[src/rtl/time_set_editor_pkg.sv]
// Shared types, digit limits and helpers for the MM:SS time-set editor.
package time_set_pkg;

    typedef enum logic [1:0] {
        IDLE   = 2'd0,
        EDIT   = 2'd1,
        COMMIT = 2'd2
    } state_e;

    // Upper limit of each BCD digit of MM:SS
    localparam logic [3:0] MIN_TENS_MAX  = 4'd5;
    localparam logic [3:0] MIN_UNITS_MAX = 4'd9;
    localparam logic [3:0] SEC_TENS_MAX  = 4'd5;
    localparam logic [3:0] SEC_UNITS_MAX = 4'd9;

    localparam logic [3:0] SEL_LEFTMOST = 4'b1000;

    // Bit positions of the buttons in the packed pulse vector
    localparam int BTN_U = 3;
    localparam int BTN_D = 2;
    localparam int BTN_L = 1;
    localparam int BTN_R = 0;

    typedef enum logic [2:0] {
        ACT_NONE  = 3'd0,
        ACT_UP    = 3'd1,
        ACT_DOWN  = 3'd2,
        ACT_LEFT  = 3'd3,
        ACT_RIGHT = 3'd4
    } action_e;

    // Only one action per cycle: up > down > left > right, the rest dropped
    function automatic action_e pick_action(input logic [3:0] p);
        if (p[BTN_U]) return ACT_UP;
        if (p[BTN_D]) return ACT_DOWN;
        if (p[BTN_L]) return ACT_LEFT;
        if (p[BTN_R]) return ACT_RIGHT;
        return ACT_NONE;
    endfunction

    function automatic logic [3:0] digit_max(input int idx);
        case (idx)
            3:       return MIN_TENS_MAX;
            2:       return MIN_UNITS_MAX;
            1:       return SEC_TENS_MAX;
            default: return SEC_UNITS_MAX;
        endcase
    endfunction

    // Step the selected nibble up or down with wrap; no carry/borrow.
    // Out-of-range digits go to 0 on up and to the limit on down.
    function automatic logic [15:0] bump_digit(input logic [15:0] v,
                                               input logic [3:0]  sel,
                                               input logic        up);
        logic [15:0] r;
        logic [3:0]  d;
        logic [3:0]  lim;
        r = v;
        for (int i = 0; i < 4; i++) begin
            d   = v[i*4 +: 4];
            lim = digit_max(i);
            if (sel[i]) begin
                if (up) r[i*4 +: 4] = (d >= lim) ? 4'd0 : d + 4'd1;
                else    r[i*4 +: 4] = (d == 4'd0 || d > lim) ? lim : d - 4'd1;
            end
        end
        return r;
    endfunction

endpackage

[src/rtl/time_set_editor_button_edge.sv]
// One push button: 2-flop synchronizer, optional debounce, rising-edge pulse.
// Debounce is built only when TIME_SET_DEBOUNCE_EN is defined.
module button_edge #(
    parameter int DEBOUNCE_CYCLES = 16
) (
    input  logic clk,
    input  logic reset,
    input  logic btn_i,
    output logic pulse_o
);

    logic s1_q, s1_d, s2_q, s2_d;
    logic lvl;
    logic lvl_prev_q, lvl_prev_d;

    // Next values for the synchronizer and edge-detect history
    always_comb begin
        s1_d       = btn_i;
        s2_d       = s1_q;
        lvl_prev_d = lvl;
    end

    // Synchronizer and previous-level register
    always_ff @(posedge clk) begin
        if (reset) begin
            s1_q       <= 1'b0;
            s2_q       <= 1'b0;
            lvl_prev_q <= 1'b0;
        end else begin
            s1_q       <= s1_d;
            s2_q       <= s2_d;
            lvl_prev_q <= lvl_prev_d;
        end
    end

`ifdef TIME_SET_DEBOUNCE_EN
    localparam int CW = $clog2(DEBOUNCE_CYCLES + 1);

    logic [CW-1:0] cnt_q, cnt_d;
    logic          db_q, db_d;

    // Count consecutive samples differing from the accepted level; flip on the Nth
    always_comb begin
        cnt_d = cnt_q;
        db_d  = db_q;
        if (s2_q == db_q) begin
            cnt_d = '0;
        end else if (cnt_q == CW'(DEBOUNCE_CYCLES - 1)) begin
            db_d  = s2_q;
            cnt_d = '0;
        end else begin
            cnt_d = cnt_q + CW'(1);
        end
    end

    // Debounce state
    always_ff @(posedge clk) begin
        if (reset) begin
            cnt_q <= '0;
            db_q  <= 1'b0;
        end else begin
            cnt_q <= cnt_d;
            db_q  <= db_d;
        end
    end

    assign lvl = db_q;
`else
    logic [31:0] unused_debounce;
    assign unused_debounce = 32'(DEBOUNCE_CYCLES);
    assign lvl = s2_q;
`endif

    assign pulse_o = lvl & ~lvl_prev_q;

endmodule

[src/rtl/time_set_editor.sv]
// MM:SS BCD entry stage: buttons edit a 4-digit value while spdt1 is on,
// a one-cycle finish1 commits it when spdt1 goes off.
// Optional button debounce: define TIME_SET_DEBOUNCE_EN.
module time_set_editor
    import time_set_pkg::*;
#(
    parameter int DEBOUNCE_CYCLES = 16
) (
    input  logic        clk,
    input  logic        reset,
    input  logic        spdt1,
    input  logic [15:0] preset,
    input  logic        push_u,
    input  logic        push_d,
    input  logic        push_l,
    input  logic        push_r,
    output logic [15:0] num,
    output logic [3:0]  sel,
    output logic        finish1
);

    logic [3:0] btn_raw;
    logic [3:0] btn_pulse;

    assign btn_raw = {push_u, push_d, push_l, push_r};

    button_edge #(.DEBOUNCE_CYCLES(DEBOUNCE_CYCLES)) u_btn [3:0] (
        .clk     (clk),
        .reset   (reset),
        .btn_i   (btn_raw),
        .pulse_o (btn_pulse)
    );

    state_e      state_q, state_d;
    logic [15:0] num_q, num_d;
    logic [3:0]  sel_q, sel_d;
    logic        spdt_s1_q, spdt_s1_d, spdt_s2_q, spdt_s2_d;
    logic        spdt_prev_q, spdt_prev_d;
    logic        pend_q, pend_d;   // spdt1 rise seen during COMMIT, replayed in IDLE
    logic        spdt_rise;
    action_e     act;

    assign spdt_rise = spdt_s2_q & ~spdt_prev_q;
    assign act       = pick_action(btn_pulse);

    // Next state, value and selection
    always_comb begin
        state_d     = state_q;
        num_d       = num_q;
        sel_d       = sel_q;
        pend_d      = pend_q;
        spdt_s1_d   = spdt1;
        spdt_s2_d   = spdt_s1_q;
        spdt_prev_d = spdt_s2_q;
        case (state_q)
            IDLE: begin
                sel_d  = '0;
                pend_d = 1'b0;
                if (spdt_rise || pend_q) begin
                    num_d   = preset;
                    sel_d   = SEL_LEFTMOST;
                    state_d = EDIT;
                end
            end
            EDIT: begin
                if (!spdt_s2_q) begin
                    state_d = COMMIT;
                end else begin
                    case (act)
                        ACT_UP:    num_d = bump_digit(num_q, sel_q, 1'b1);
                        ACT_DOWN:  num_d = bump_digit(num_q, sel_q, 1'b0);
                        ACT_LEFT:  sel_d = {sel_q[2:0], sel_q[3]};
                        ACT_RIGHT: sel_d = {sel_q[0], sel_q[3:1]};
                        default:   ;
                    endcase
                end
            end
            COMMIT: begin
                sel_d   = '0;
                state_d = IDLE;
                if (spdt_rise) pend_d = 1'b1;
            end
            default: begin
                state_d = IDLE;
                sel_d   = '0;
            end
        endcase
    end

    // State, value and spdt1 synchronizer registers
    always_ff @(posedge clk) begin
        if (reset) begin
            state_q     <= IDLE;
            num_q       <= '0;
            sel_q       <= '0;
            pend_q      <= 1'b0;
            spdt_s1_q   <= 1'b0;
            spdt_s2_q   <= 1'b0;
            spdt_prev_q <= 1'b0;
        end else begin
            state_q     <= state_d;
            num_q       <= num_d;
            sel_q       <= sel_d;
            pend_q      <= pend_d;
            spdt_s1_q   <= spdt_s1_d;
            spdt_s2_q   <= spdt_s2_d;
            spdt_prev_q <= spdt_prev_d;
        end
    end

    assign num     = num_q;
    assign sel     = sel_q;
    assign finish1 = (state_q == COMMIT);

endmodule

[config.mk]
export PLATFORM = sky130hd
export DESIGN_NAME = time_set_editor
export DESIGN_NICKNAME = d
export VERILOG_FILES = /design/src/rtl/time_set_editor_pkg.sv /design/src/rtl/time_set_editor_button_edge.sv /design/src/rtl/time_set_editor.sv
export SDC_FILE = /design/constraint.sdc
export NUM_CORES = 1
export LEC_CHECK = 0
export BUFFER_PORTS_ARGS = -buffer_cell sky130_fd_sc_hd__buf_2
export CORE_MARGIN = 4
export CORE_UTILIZATION = 60
export CTS_BUF_LIST = sky130_fd_sc_hd__clkbuf_4 sky130_fd_sc_hd__clkbuf_8 sky130_fd_sc_hd__clkbuf_16
export DETAILED_ROUTE_END_ITERATION = 10
export PLACE_DENSITY_LB_ADDON = 0.2
export SETUP_SLACK_MARGIN = 0.05
export SLEW_MARGIN = 20
export SYNTH_ARGS = -nofsm -noshare
export SYNTH_HDL_FRONTEND = slang
export SYNTH_SLANG_ARGS = --single-unit
[constraint.sdc]
create_clock -name clk -period 3.6 [get_ports clk]
set_input_delay 0.36 -clock clk [delete_from_list [all_inputs] [get_ports clk]]
set_output_delay 0.36 -clock clk [all_outputs]
set_load 0.005 [all_outputs]
* Word level (Yosys, flattened, before mapping)
Cells that the tools add are included. W data, S select, Z words.
Word-level totals: bits in registers 38, input bits 23, output and inout bits 21, word-level logic and storage cells 146
Cells by class: add/subtract/negate cells 8, magnitude comparators 8, equality and inequality tests 20, mux-type cells 59, bitwise operators 10, reduce and logical (&&, ||, !) cells 19
Operators with widths (number):
- $mux W4 | 30
- $pmux W16 S2 | 2
- $mux W16 | 2
- $mux W3 | 8
- $ne A3 B3 Y1 const B | 8
- $reduce_and A6 Y1 | 4
- $add A4 B1 Y4 const B | 4
- $ge A4 B4 Y1 | 4
- $gt A4 B4 Y1 | 4
- $logic_not A4 Y1 | 4
- $pmux W4 S2 | 2
- $sub A4 B1 Y4 const B | 4
- $mux W1 | 11
- $eq A3 B2 Y1 const B | 2
- $ne A2 B2 Y1 const B | 3
- $reduce_and A2 Y1 | 3
- $and A1 B1 Y1 | 5
- $logic_or A1 B1 Y1 | 5
- $not A1 Y1 | 5
- $mux W2 | 2
- $pmux W2 S2 | 1
- $reduce_bool A2 Y1 | 2
- $eq A3 B1 Y1 const B | 1
- $eq A3 B3 Y1 const B | 1
- 7 further kinds | 7

* Longest topological paths before layout
Gate-level depths: netlist (run 1).
word-level depth 24, depth in mapped cells 8, gate-level depth less buffers 7

* Modules after synthesis
A second synthesis (run 1) with hierarchy kept.
Second synthesis, totals: cell total of the unflattened synthesis 282, area, all modules 2329.7 µm²
By module, submodules not included:
- time_set_editor | times used 1, cells each 254, area each 1979.4 µm², seq. area each 520.5 µm²
- button_edge | times used 4, cells each 7, area each 87.6 µm², seq. area each 60.1 µm²

* Worst setup path before layout (run 1)
Ideal clock, no wire load.
path kind reg-to-reg, start reg num_q[5], in the netlist num[5], end reg num_q[4], in the netlist num[4], setup time 0.086 ns, arrival 1.624 ns, data required time 3.514 ns, path slack 1.890 ns, stages on the path, launching flop included 8, path buffers 0, clock period less this slack 1.710 ns, cell sequence dfxtp_1 > inv_1 > ha_1 > nand2b_1 > a21oi_1 > nor2_1 > or3_1 > a221oi_2
Between the ends: cells in the longest elaborated chain, start to end 7, elaborated cells on any way between the ends 11, classes of those cells order compare (2); mux (7); reduce/logical (2)
RTL lines:
- from (decl) | RTL line time_set_editor.sv:35 | logic [15:0] num_q, num_d;
- from (signal assigned) | RTL line time_set_editor.sv:102 | num_q <= num_d;
- $gt A4 B4 Y1 or $logic_not A4 Y1 (tied branches) | RTL line time_set_editor_pkg.sv:64 | else r[i*4 +: 4] = (d == 4'd0 || d > lim) ? lim : d - 4'd1;
- $logic_or A1 B1 Y1 | RTL line time_set_editor_pkg.sv:64
- $mux W4 | RTL line time_set_editor_pkg.sv:64
- $mux W4 | RTL line time_set_editor_pkg.sv:62 | if (sel[i]) begin
- $pmux W16 S2 (*) | RTL line time_set_editor.sv:69 | case (act)
- $mux W16 (*) | RTL line time_set_editor.sv:66 | if (!spdt_s2_q) begin
- $pmux W16 S2 (*) | RTL line time_set_editor.sv:55 | case (state_q)
Mark *: on every way between the ends. The rest lies on a longest branch, timed or not. The select of a mux whose other input is x is not followed. A chain may end at the register's enable or synchronous reset.

* Final worst setup path (run 1)
start reg u_btn[2].s2_q, end reg num_q[4], in the netlist num[4]
Between the ends: cells in the longest elaborated chain, start to end 12, elaborated cells on any way between the ends 19, classes of those cells eq/ne (5); mux (12); bitwise (1); reduce/logical (1)
RTL lines:
- from (decl) | RTL line time_set_editor_button_edge.sv:12 | logic s1_q, s1_d, s2_q, s2_d;
- from (signal assigned) | RTL line time_set_editor_button_edge.sv:27 | s2_q <= 1'b0;
- from (signal assigned) | RTL line time_set_editor_button_edge.sv:31 | s2_q <= s2_d;
- $and A1 B1 Y1 (*) | RTL line time_set_editor_button_edge.sv:74 | assign pulse_o = lvl & ~lvl_prev_q;
- $mux W3 | RTL line time_set_editor_pkg.sv:35 | if (p[BTN_D]) return ACT_DOWN;
- $mux W3 | RTL line time_set_editor_pkg.sv:36 | if (p[BTN_L]) return ACT_LEFT;
- $mux W3 | RTL line time_set_editor_pkg.sv:37 | if (p[BTN_R]) return ACT_RIGHT;
- $mux W3 | RTL line time_set_editor_pkg.sv:38 | return ACT_NONE;
- $mux W3 | RTL line time_set_editor_pkg.sv:37
- $mux W3 (*) | RTL line time_set_editor_pkg.sv:36
- $mux W3 (*) | RTL line time_set_editor_pkg.sv:35
- $eq A3 B2 Y1 or $eq A3 B1 Y1 (tied branches) | RTL line time_set_editor.sv:69
- $pmux W16 S2 | RTL line time_set_editor.sv:69
- $mux W16 | RTL line time_set_editor.sv:66
- $pmux W16 S2 | RTL line time_set_editor.sv:55
Marks and branches as above.

==> results.txt, run 1 <==
----------------------------------------------------
[Run status]
  Result of the run ... completed

[Global routing]
  Total routing usage reported by global routing ... a little over a fifth
  Remaining global-route overflow ... 0
  Via count of the first global-routing pass ... 1922
  Global-route wire length before repair ... ~8900 um
  Antenna violations before repair ... 0
  Maximum number of pins on one net before global-route repair ... 37

[STA]
  Final period utilization ... 54.49%
  Setup TNS Final ... 0 ps
  Final count of hold timing violations ... 0
  Final period demand of the worst path ... a little under 2000 ps
  Slew at the pin with the worst max-slew slack ... 688.4 ps
  Peak Freq ... 509.8 MHz
  RSZ-0062 raised after global routing ... no
  Clock tree skew after final layout ... 5.206 ps
  Final setup violating endpoints ... 0
  Max transition margin ... between 50% and 60%
  Max-slew violation count ... 0

[Power]
  Power Dens Cells ... 340.8 nW/um2
  LEAKAGE ... 1.044 nW
  Max VDD drop ... 0.2338 mV

[Synth]
  Seq/Total Area, Yosys ... roughly a third
  Number of synthesized flops with an enable pin ... 0
  Top flip-flop cell by instance count after synthesis ... dfxtp_1
  Number of unique standard cell types used by synthesis ... 65
  Average instance area after synthesis ... 8.666 um2
  Post-synthesis instance total ... approximately 270
  Number of nets produced by synthesis ... 310
  Synth async-reset ratio ... 0%
  Netlist area before placement ... 2357 um2
  Yosys reg bits ... 38
  Yosys Warn Count ... 0

[Clock network]
  Clock-pin slew on the worst setup and hold paths ... roughly 80 ps
  Gates resized, CTS repair ... 0
  TritonCTS Buffers ... 5
  TritonCTS clock tree ... built
  Worst-Skew Late Latency ... 290 ps
  Maximum level of the CTS H-tree ... 2
  CTS Hold Bufs ... 0
  Max Root-Sink Buffers ... 2
  Postcts setup bufs ... 0
  Total number of clock tree sinks ... 38
  Master cell of the clock root buffer ... clkbuf_8

[Final layout]
  Final net count ... 342
  Area used by sequential logic in the layout ... 760.7 um2
  Layout cell share with drive strength beyond 1 ... 21.64%
  Fin util ... 71.08%
  N_diodes ... 0
  Area occupied by multi-input gates ... about 1400 um2
  Synthesis-to-finish area growth ... 12.05%
  Count of filler cells inserted in the layout ... 299

[Routing]
  Post-detailed-routing wire length ... 5202 um
  Via density per instance ... roughly 6.0
  Number of DRC markers after the initial detailed-route iteration ... 160
  DR vias ... roughly 2100
  DRC violation count after routing ... 0
  1st-pass router iterations ... 4
  Antenna viol nets, final ... 0
  WL per Instance ... 14.74 um

[Setup path]
  Arrival time at the worst endpoint ... between 2000 and 2500 ps
  Register-to-register setup slack ... 1640 ps
  Worst Reg-to-Reg Cells ... 5
  Worst Setup Path Type ... flop to flop
  FF-to-FF End ... num[4]$_SDFFE_PP0P_
  Largest fanout of any net on the critical path ... 19
  Category of the worst setup path launch point ... flop
  Reg2reg start ... u_btn[2].lvl$_SDFF_PP0_
  Required @ worst endpoint ... about 3800 ps
  Kind of capture point of the worst setup path ... flop

[Placement]
  Placed wire-length estimate after detailed placement ... 3597 um
  IO Port Bufs ... 43
  Final weighted congestion in routability-driven placement ... 0.8953

[Floorplanning]
  Number of rows in the core area ... 22
  Horiz. Die Dim ... 70.68 um
  Initial standard-cell utilization of the core ... 63.43%
  Core Region ... around 3700 um2
  Vertical die dimension ... 70.68 um
  Die area ... 4996 um2
  Number of ports placed on the die boundary ... 44

[Worst hold path]
  Hold-critical path depth ... 2
  Endpoint with the worst hold slack ... spdt_s1_q$_SDFF_PP0_
  Min-Delay Path Class ... input pin to flop
  Worst hold path startpoint ... spdt1

[Run]
  Max-cap violation count ... 0

----------------------------------------------------
-- metrics by stage --
step                      worst slack, ps  instances  hold WS [ps]  area, um2  total power, mW
final                                1638        353         271.6       2641           0.9001
after global routing                 1451        353         263.3       2641           0.9450
after CTS                            1634        353         265.2       2641           0.9061
after detailed placement             1675        345         424.2       2546           0.6017
after global placement               1711        345         415.5       2546           0.5988
after floorplan                      1890        272         413.8       2357           0.5629
-- sequential cells by signal, indices dropped and copies added (netlist names) --
| signal | cells |
|---|---|
| u_btn.s1_q | 4 |
| spdt_prev_q | 1 |
| spdt_s1_q | 1 |
| u_btn.lvl_prev_q | 4 |
| u_btn.lvl | 4 |
| spdt_prev_d | 1 |
| num | 16 |
| pend_q | 1 |
| sel | 4 |
| state_q | 2 |
-- where the power goes --
part / total [mW] / internal, mW / switching, mW / leakage (nW)
Clock: 0.307 / 0.154 / 0.153 / 0.0472
Combinational: 0.137 / 0.0620 / 0.0749 / 0.687
Sequential: 0.457 / 0.436 / 0.0207 / 0.310
-- area by class of cell --
type,instances,share of cell area [%]
Clock buffer,6,3.126
Clock inverter,2,0.4737
Inverter,15,2.132
Multi-Input combinational cell,200,54.76
Sequential cell,38,28.80
Tap cell,48,2.274
Timing Repair Buffer,44,8.432
-- cell families after synthesis --
| kind of cell | Yosys count | share of synthesized area, % |
|---|---|---|
| and+or+nand+nor | 93 | 22.08 |
| AOI/OAI and AO/OA | 80 | 26.49 |
| DFF | 38 | 32.27 |
| buffers and inverters | 34 | 6.369 |
| adders and majority gates | 15 | 7.962 |
| xor gates and xnor gates | 6 | 2.230 |
| muxes | 6 | 2.601 |
-- cell usage after synthesis (6+ instances only) --
cell type  count  area share, %
nand3_1        7            1.5
o21ai_0       10            2.1
nand2b_1       8            2.1
nor2_1        22            3.5
dfxtp_1       38             32
nor3_1        12            2.5
nor2b_1       19            5.0
a21oi_1       16            3.4
buf_2          6            1.3
clkbuf_1       7            1.1
ha_1          15            8.0
nand2_1        7            1.1
inv_1         14            2.2
-- layer usage --
metal | routed length [um] | track usage [%]
met2 | 2393 | 33.68
met3 | 418 | 4.972
met1 | 2321 | 29.77
met5 | 0 | 0
met4 | 68 | 6.889
-- critical path, stage by stage, from the launching register on --
cell and delay (ps):
dfxtp_1 330, nor2b_4 270, and2_1 580, nor2_1 100, or3_1 370, a221oi_2 210
-- cell usage in the layout, fill, tap and decap left out, types with 4 or more instances in the layout --
cell,count
buf_2,43
nor2b_1,19
nor3_1,12
clkbuf_8,6
nand2_1,7
nor2_1,22
dfxtp_1,38
o22ai_1,4
ha_1,15
o21ai_0,10
o221ai_1,4
nand3_1,7
nand2b_1,8
mux2i_1,5
inv_1,14
a21oi_1,16
-- how the worst max path moves through the flow --
stage	from	slack, ps	depth (start not counted)	end
final	u_btn[2].lvl$_SDFF_PP0_	1640	5	num[4]$_SDFFE_PP0P_
after floorplan	num[5]$_SDFFE_PP0P_	1890	7	num[4]$_SDFFE_PP0P_
after global routing	u_btn[2].lvl$_SDFF_PP0_	1450	5	num[4]$_SDFFE_PP0P_
after detailed placement	u_btn[2].lvl$_SDFF_PP0_	1680	5	num[4]$_SDFFE_PP0P_
after CTS	u_btn[2].lvl$_SDFF_PP0_	1630	5	num[4]$_SDFFE_PP0P_
after global placement	u_btn[2].lvl$_SDFF_PP0_	1710	5	num[6]$_SDFFE_PP0P_
No activity file was read; power rests on OpenSTA's default activity.
==> run 2: changes to the inputs <==
--- a/config.mk
+++ b/config.mk
@@ -7,7 +7,7 @@
 export LEC_CHECK = 0
 export BUFFER_PORTS_ARGS = -buffer_cell sky130_fd_sc_hd__buf_2
 export CORE_MARGIN = 4
-export CORE_UTILIZATION = 60
+export CORE_UTILIZATION = 55
 export CTS_BUF_LIST = sky130_fd_sc_hd__clkbuf_4 sky130_fd_sc_hd__clkbuf_8 sky130_fd_sc_hd__clkbuf_16
 export DETAILED_ROUTE_END_ITERATION = 10
 export PLACE_DENSITY_LB_ADDON = 0.2
==> constraint.sdc (replaced) <==
create_clock -name clk -period 2 [get_ports clk]
set_input_delay 0.2 -clock clk [delete_from_list [all_inputs] [get_ports clk]]
set_output_delay 0.2 -clock clk [all_outputs]
set_load 0.005 [all_outputs]
==> run 2 against run 1 <==
Net effect:
- non-clock buffer count grew 10
- flip-flop and latch count is the same
- via count rose by 2.0%
- routed wire length is 3.1% higher
- power grew 110%
- core utilization shrank 3.2 points
- combinational power is 93% higher
- maximum frequency grew 6.8%
- global-route usage decreased by 1.2 points
- clock power rose to 2.6 times the previous value
- largest power group unchanged
==> results.txt, run 2 (synthesis results as in run 1) <==
----------------------------------------------------
[Routing]
  Via density per instance ... about 6
  Number of DRC markers after the initial detailed-route iteration ... 129
  WL per Instance ... 14.70 um
  Post-detailed-routing wire length ... 5365 um
  1st-pass router iterations ... 4
  DR vias ... 2171
  Antenna viol nets, final ... 0
  DRC violation count after routing ... 0

[Placement]
  IO Port Bufs ... 43
  Cell Area, Placed ... 2624 um2
  Final weighted congestion in routability-driven placement ... 0.8840
  Placed wire-length estimate after detailed placement ... roughly 3800 um
  Place WS ... 130.2 ps

[Setup path]
  Arrival time at the worst endpoint ... 2070 ps
  Reg2reg start ... u_btn[2].lvl$_SDFF_PP0_
  Largest fanout of any net on the critical path ... 10
  Crit-path cells ... nor2b_4, and2_1, buf_4, o21ai_0, a311o_1, a21oi_2
  Crit path from ... u_btn[2].lvl$_SDFF_PP0_
  Delay of the slowest cell on the worst path ... 410 ps
  Worst Setup Path Type ... flop to flop
  Required @ worst endpoint ... 2230 ps
  Category of the worst setup path launch point ... flop
  CP max stage cell ... and2_1
  Kind of capture point of the worst setup path ... flop

[STA]
  Worst setup margin ... 164.1 ps
  RSZ-0062 raised after global routing ... no
  Setup TNS Final ... 0 ps
  Max-slew violation count ... 0
  Final count of hold timing violations ... 0
  Final setup violating endpoints ... 0
  Max transition margin ... 65.32%
  Clock tree skew after final layout ... 3.758 ps
  Final period demand of the worst path ... 1836 ps
  Final period utilization ... between 90% and 100%
  Peak Freq ... 544.7 MHz
  Slew at the pin with the worst max-slew slack ... about 520 ps

[Floorplanning]
  Initial standard-cell utilization of the core ... 57.69%
  Core Region ... 4086 um2
  Number of ports placed on the die boundary ... 44
  Vertical die dimension ... 73.47 um
  Number of rows in the core area ... 23
  Horiz. Die Dim ... 73.47 um
  Die area ... 5397 um2

[Clock network]
  Max Root-Sink Buffers ... 2
  Worst-Skew Late Latency ... 290 ps
  TritonCTS Buffers ... 5
  CTS Hold Bufs ... 0
  Master cell of the clock root buffer ... clkbuf_8
  TritonCTS clock tree ... built
  Total number of clock tree sinks ... 38
  Maximum level of the CTS H-tree ... 2
  Clock-pin slew on the worst setup and hold paths ... 80 ps

[Final layout]
  Layout cell share with drive strength beyond 1 ... 26.03%
  Flip-flop count of the largest register, all copies and words added ... 16
  Final net count ... 352
  Synthesis-to-finish area growth ... 17.73%
  Count of filler cells inserted in the layout ... ~340
  Most frequent cells in the layout ... 43 x buf_2, 35 x dfxtp_1, 22 x nor2_1, 18 x nor2b_1, 15 x ha_1
  Most common cell after layout, fill and taps aside ... buf_2
  Finished Cell Area ... 2775 um2
  N_diodes ... 0

[Power]
  Max VDD drop ... 0.5899 mV
  Power Dens Cells ... ~680 nW/um2
  LEAKAGE ... 1.120 nW
  Part of the power in combinational logic ... roughly 14%
  Power Internal ... 1.407 mW
  Fraction of power spent switching nets ... 25.24%
  Total power after layout ... 1.882 mW
  Proportion of power drawn by flip-flops and latches ... between 40% and 50%
  Power dissipated by switching net loads ... roughly 0.48 mW
  Clock group share of total power ... around 42%

[Global routing]
  Maximum number of pins on one net before global-route repair ... 22
  Global-route wire length before repair ... 8935 um
  Antenna violations before repair ... 0
  Total routing usage reported by global routing ... 20.49%
  Remaining global-route overflow ... 0
  Via count of the first global-routing pass ... just under 2000

[Worst hold path]
  Worst hold path startpoint ... push_u
  Min-Delay Path Class ... input pin to flop

[Run status]
  Result of the run ... completed

[Run]
  Max-cap violation count ... 0

----------------------------------------------------
## run 2: cell count changes in the layout (fill, tap and decap cells not counted)
cell	delta
buf_4	+10
dfxtp_1	-3
dfxtp_2	+3
a21oi_1	-2
a21oi_2	+2
bufinv_16	+2
clkbuf_8	-1
clkinv_2	-1
clkinv_4	+1
clkinvlp_4	-1
nor2b_1	-1
nor2b_2	+1
## run 2: power groups by stage
stage               clock, mW  sequential (mW)  combinational (mW)
floorplan                   0            0.825               0.188
global placement            0            0.833               0.256
detailed placement          0            0.835               0.260
CTS                     0.804            0.817               0.262
global route            0.839            0.824               0.295
finish                  0.798            0.819               0.265
## run 2: worst paths after layout
check / end / slack, ps / depth (start not counted)
hold / removal: u_btn[3].s1_q$_SDFF_PP0_ / 110 / 2
setup / recovery: num[14]$_SDFFE_PP0P_ / 160 / 6
hold reg to reg: u_btn[0].lvl$_SDFF_PP0_ / 440 / 1
setup reg to reg: num[14]$_SDFFE_PP0P_ / 160 / 6
## run 2: metal layers
metal	part of all wire (%)	GRT usage (%)
met3	5.0	3.967
met1	48	28.38
met2	46	32.97
met5	0	0
met4	0.99	4.427
## run 2: metrics by stage
stage               util [%]  instances  hold slack (ps)
finish                 67.91        365            111.1
global route           67.91        365            112.7
CTS                    67.58        365            109.1
detailed placement     64.21        357            411.7
global placement       64.21        357            407.2
floorplan                  -        272            328.2
## run 2: critical path, delay by kind of cell (launching register included)
family / cells / cell delay, ps
and+or+nand+nor: 2 / 690
AOI/OAI and AO/OA: 3 / 520
DFF: 1 / 330
buffers and inverters: 1 / 250
## run 2: area by class of cell
| class | instances | area [um2] | share of cell area [%] |
|---|---|---|---|
| Clock buffer | 5 | 68.82 | 2.480 |
| Clock inverter | 3 | 68.82 | 2.480 |
| Inverter | 15 | 56.30 | 2.029 |
| Multi-Input combinational cell | 200 | 1456 | 52.48 |
| Sequential cell | 38 | 764.5 | 27.55 |
| Tap cell | 50 | 62.56 | 2.254 |
| Timing Repair Buffer | 54 | 297.8 | 10.73 |
## run 2: timing repair
action | CTS | global route
setup buffers | 0 | 0
setup endpoints to repair | 0 | 6
resized for setup | 0 | 6
==> run 3: changes to the inputs <==
--- a/config.mk
+++ b/config.mk
@@ -9,10 +9,13 @@
 export CORE_MARGIN = 4
 export CORE_UTILIZATION = 55
 export CTS_BUF_LIST = sky130_fd_sc_hd__clkbuf_4 sky130_fd_sc_hd__clkbuf_8 sky130_fd_sc_hd__clkbuf_16
+export CTS_CLUSTER_SIZE = 20
 export DETAILED_ROUTE_END_ITERATION = 10
 export PLACE_DENSITY_LB_ADDON = 0.2
 export SETUP_SLACK_MARGIN = 0.05
 export SLEW_MARGIN = 20
 export SYNTH_ARGS = -nofsm -noshare
 export SYNTH_HDL_FRONTEND = slang
+export SYNTH_HIERARCHICAL = 1
 export SYNTH_SLANG_ARGS = --single-unit
+export TNS_END_PERCENT = 100
==> run 3 against run 2 <==
Net effect:
- first-iteration DRC count is 11% lower
- flip-flop and latch count unchanged
- global-route usage up 1.3 points
- clock-buffer cell count stayed put
==> results.txt, run 3 <==
----------------------------------------------------
[Setup path]
  Worst Setup Path Type ... flop to flop
  Largest fanout of any net on the critical path ... 8
  Category of the worst setup path launch point ... flop
  Arrival time at the worst endpoint ... 2070 ps
  Required @ worst endpoint ... 2230 ps
  Kind of capture point of the worst setup path ... flop

[Power]
  Power Dens Cells ... a little over 600 nW/um2
  Max VDD drop ... around 0.5 mV
  LEAKAGE ... 1.165 nW
  Total power after layout ... 1.744 mW

[Final layout]
  N_diodes ... 0
  Cell Count, Final, Fillers Out ... ~390
  Final net count ... between 300 and 400
  Layout cell share with drive strength beyond 1 ... 27.89%
  Flip-flop count of the largest register, all copies and words added ... 16
  Most common cell after layout, fill and taps aside ... buf_2
  Count of filler cells inserted in the layout ... about 350
  Synthesis-to-finish area growth ... 21.43%
  Fin util ... 69.72%
  Most frequent cells in the layout ... 43 x buf_2, 34 x dfxtp_1, 27 x nor2_1, 22 x buf_4, 21 x nor2b_1

[Run]
  Max-cap violation count ... 0

[Routing]
  Post-detailed-routing wire length ... approximately 5400 um
  Via density per instance ... 5.724
  WL per Instance ... 14.03 um
  DRC violation count after routing ... 0
  Number of DRC markers after the initial detailed-route iteration ... 115
  1st-pass router iterations ... 5
  DR vias ... 2215
  Antenna viol nets, final ... 0

[Synth]
  Dominant combinational cell family by area after synthesis ... simple AND/OR/NAND/NOR gates
  Top flip-flop cell by instance count after synthesis ... dfxtp_1
  Number of nets produced by synthesis ... 318
  Yosys Warn Count ... 6
  Number of unique standard cell types used by synthesis ... 50
  Average instance area after synthesis ... 8.261 um2
  Yosys top cell by area ... dfxtp_1
  Top cells by area, synth ... dfxtp_1 33%, ha_1 7.0%, nor2b_1 5.6%
  Synth async-reset ratio ... 0%
  List of most frequent post-synthesis cells ... 38 x dfxtp_1, 27 x nor2_1, 21 x nor2b_1
  Xor/xnor share of the synthesized area ... 2.256%
  Multiplexer area fraction after synthesis ... 1.772%
  Area share of and/or/nand/nor cells after synthesis ... 26.75%
  Seq/Total Area, Yosys ... ~33%
  Most instantiated library cell after synthesis ... dfxtp_1
  Share of the synthesized area in the top cell type ... 32.65%
  Post-synthesis instance total ... 282
  Compound-gate portion of the synthesized area ... 22.82%
  Netlist area before placement ... 2330 um2
  Number of synthesized flops with an enable pin ... 0
  Yosys reg bits ... 38
  Arithmetic-cell share of the synthesized area counting full adders, half adders and majority gates ... 6.982%

[STA]
  Worst setup margin ... 162.9 ps
  Final count of hold timing violations ... 0
  Slew at the pin with the worst max-slew slack ... around 740 ps
  Max-slew violation count ... 0
  Final period demand of the worst path ... 1837 ps
  Final period utilization ... 91.86%
  Max transition margin ... 50.63%
  Final setup violating endpoints ... 0
  RSZ-0062 raised after global routing ... yes
  Peak Freq ... between 500 and 600 MHz
  Setup TNS Final ... 0 ps
  Clock tree skew after final layout ... approximately 8.7 ps

[Clock network]
  Total number of clock tree sinks ... 38
  Gates resized, CTS repair ... 0
  Clock-pin slew on the worst setup and hold paths ... 80 ps
  Master cell of the clock root buffer ... clkbuf_8
  Max Root-Sink Buffers ... 2
  Maximum level of the CTS H-tree ... 2
  Postcts setup bufs ... 0
  TritonCTS clock tree ... built
  TritonCTS Buffers ... 5
  Worst-Skew Late Latency ... around 300 ps
  CTS Hold Bufs ... 0

[Global routing]
  Via count of the first global-routing pass ... approximately 2000
  Global-route wire length before repair ... 9128 um
  Maximum number of pins on one net before global-route repair ... 44
  Antenna violations before repair ... 0
  Total routing usage reported by global routing ... 21.78%
  Remaining global-route overflow ... 0

[Floorplanning]
  Vertical die dimension ... 73.09 um
  Die area ... 5341 um2
  Core Region ... 4058 um2
  Horiz. Die Dim ... 73.09 um
  Number of ports placed on the die boundary ... 44
  Initial standard-cell utilization of the core ... 57.42%
  Number of rows in the core area ... 23

[Placement]
  Placed Cells incl. Taps ... 379
  Placed wire-length estimate after detailed placement ... 3898 um
  Final weighted congestion in routability-driven placement ... 0.8735
  Place WS ... 69.81 ps
  IO Port Bufs ... 43

[Run status]
  Result of the run ... completed

[Worst hold path]
  Min-Delay Path Class ... input pin to flop

----------------------------------------------------
-- run 3: cell type report --
type                            count  area, um2  share of cell area (%)
Multi-Input combinational cell    211       1443                   51.00
Sequential cell                    38      765.7                   27.07
Timing Repair Buffer               65      380.4                   13.45
Clock buffer                        5      68.82                   2.433
Inverter                           15      68.82                   2.433
Tap cell                           50      62.56                   2.211
Clock inverter                      3      40.04                   1.415
-- run 3: stage by stage --
| stage | hold slack (ps) | cell area [um2] |
|---|---|---|
| floorplan | 271.6 | 2330 |
| global placement | 408.2 | 2684 |
| global route | 107.8 | 2829 |
| CTS | 101.3 | 2793 |
| finish | 112.3 | 2829 |
| detailed placement | 411.6 | 2684 |
-- run 3: cells by family (layout without fill, tap and decap cells) --
kind of cell	after synthesis	after routing
buffers and inverters	33	88
and+or+nand+nor	114	114
AOI/OAI and AO/OA	74	74
xor gates and xnor gates	6	6
muxes	4	4
DFF	38	38
adders and majority gates	13	13
-- run 3: final timing paths --
path / start / cells past startpoint / slack, ps / end
max: state_q[0]$_SDFFE_PP0P_ / 5 / 160 / num[15]$_SDFFE_PP0P_
min reg2reg: u_btn[2]/s1_q$_SDFF_PP0_ / 1 / 430 / u_btn[2]/lvl$_SDFF_PP0_
min: push_d / 2 / 110 / u_btn[2]/s1_q$_SDFF_PP0_
max reg2reg: state_q[0]$_SDFFE_PP0P_ / 5 / 160 / num[15]$_SDFFE_PP0P_
-- run 3: power breakdown --
part / leakage (nW) / internal (mW) / total [mW] / switching (mW)
Clock: 0.0579 / 0.367 / 0.643 / 0.276
Combinational: 0.795 / 0.136 / 0.282 / 0.146
Sequential: 0.312 / 0.785 / 0.819 / 0.0339
Total: 1.16 / 1.29 / 1.74 / 0.456
-- run 3: critical path: stages, from the launching register on --
cell	delay, ps
dfxtp_1	420
nand2b_2	170
a22oi_4	70
or4_4	580
or3_4	410
a21oi_2	120
-- run 3: per-layer routing --
layer / vias up / wire [um] / global-route usage (%)
met5: - / 0 / 0
met4: 0 / 55 / 7.377
met3: 5 / 357 / 4.959
met2: 69 / 2586 / 35.25
met1: 1020 / 2428 / 28.41
li1: 1121 / - / -
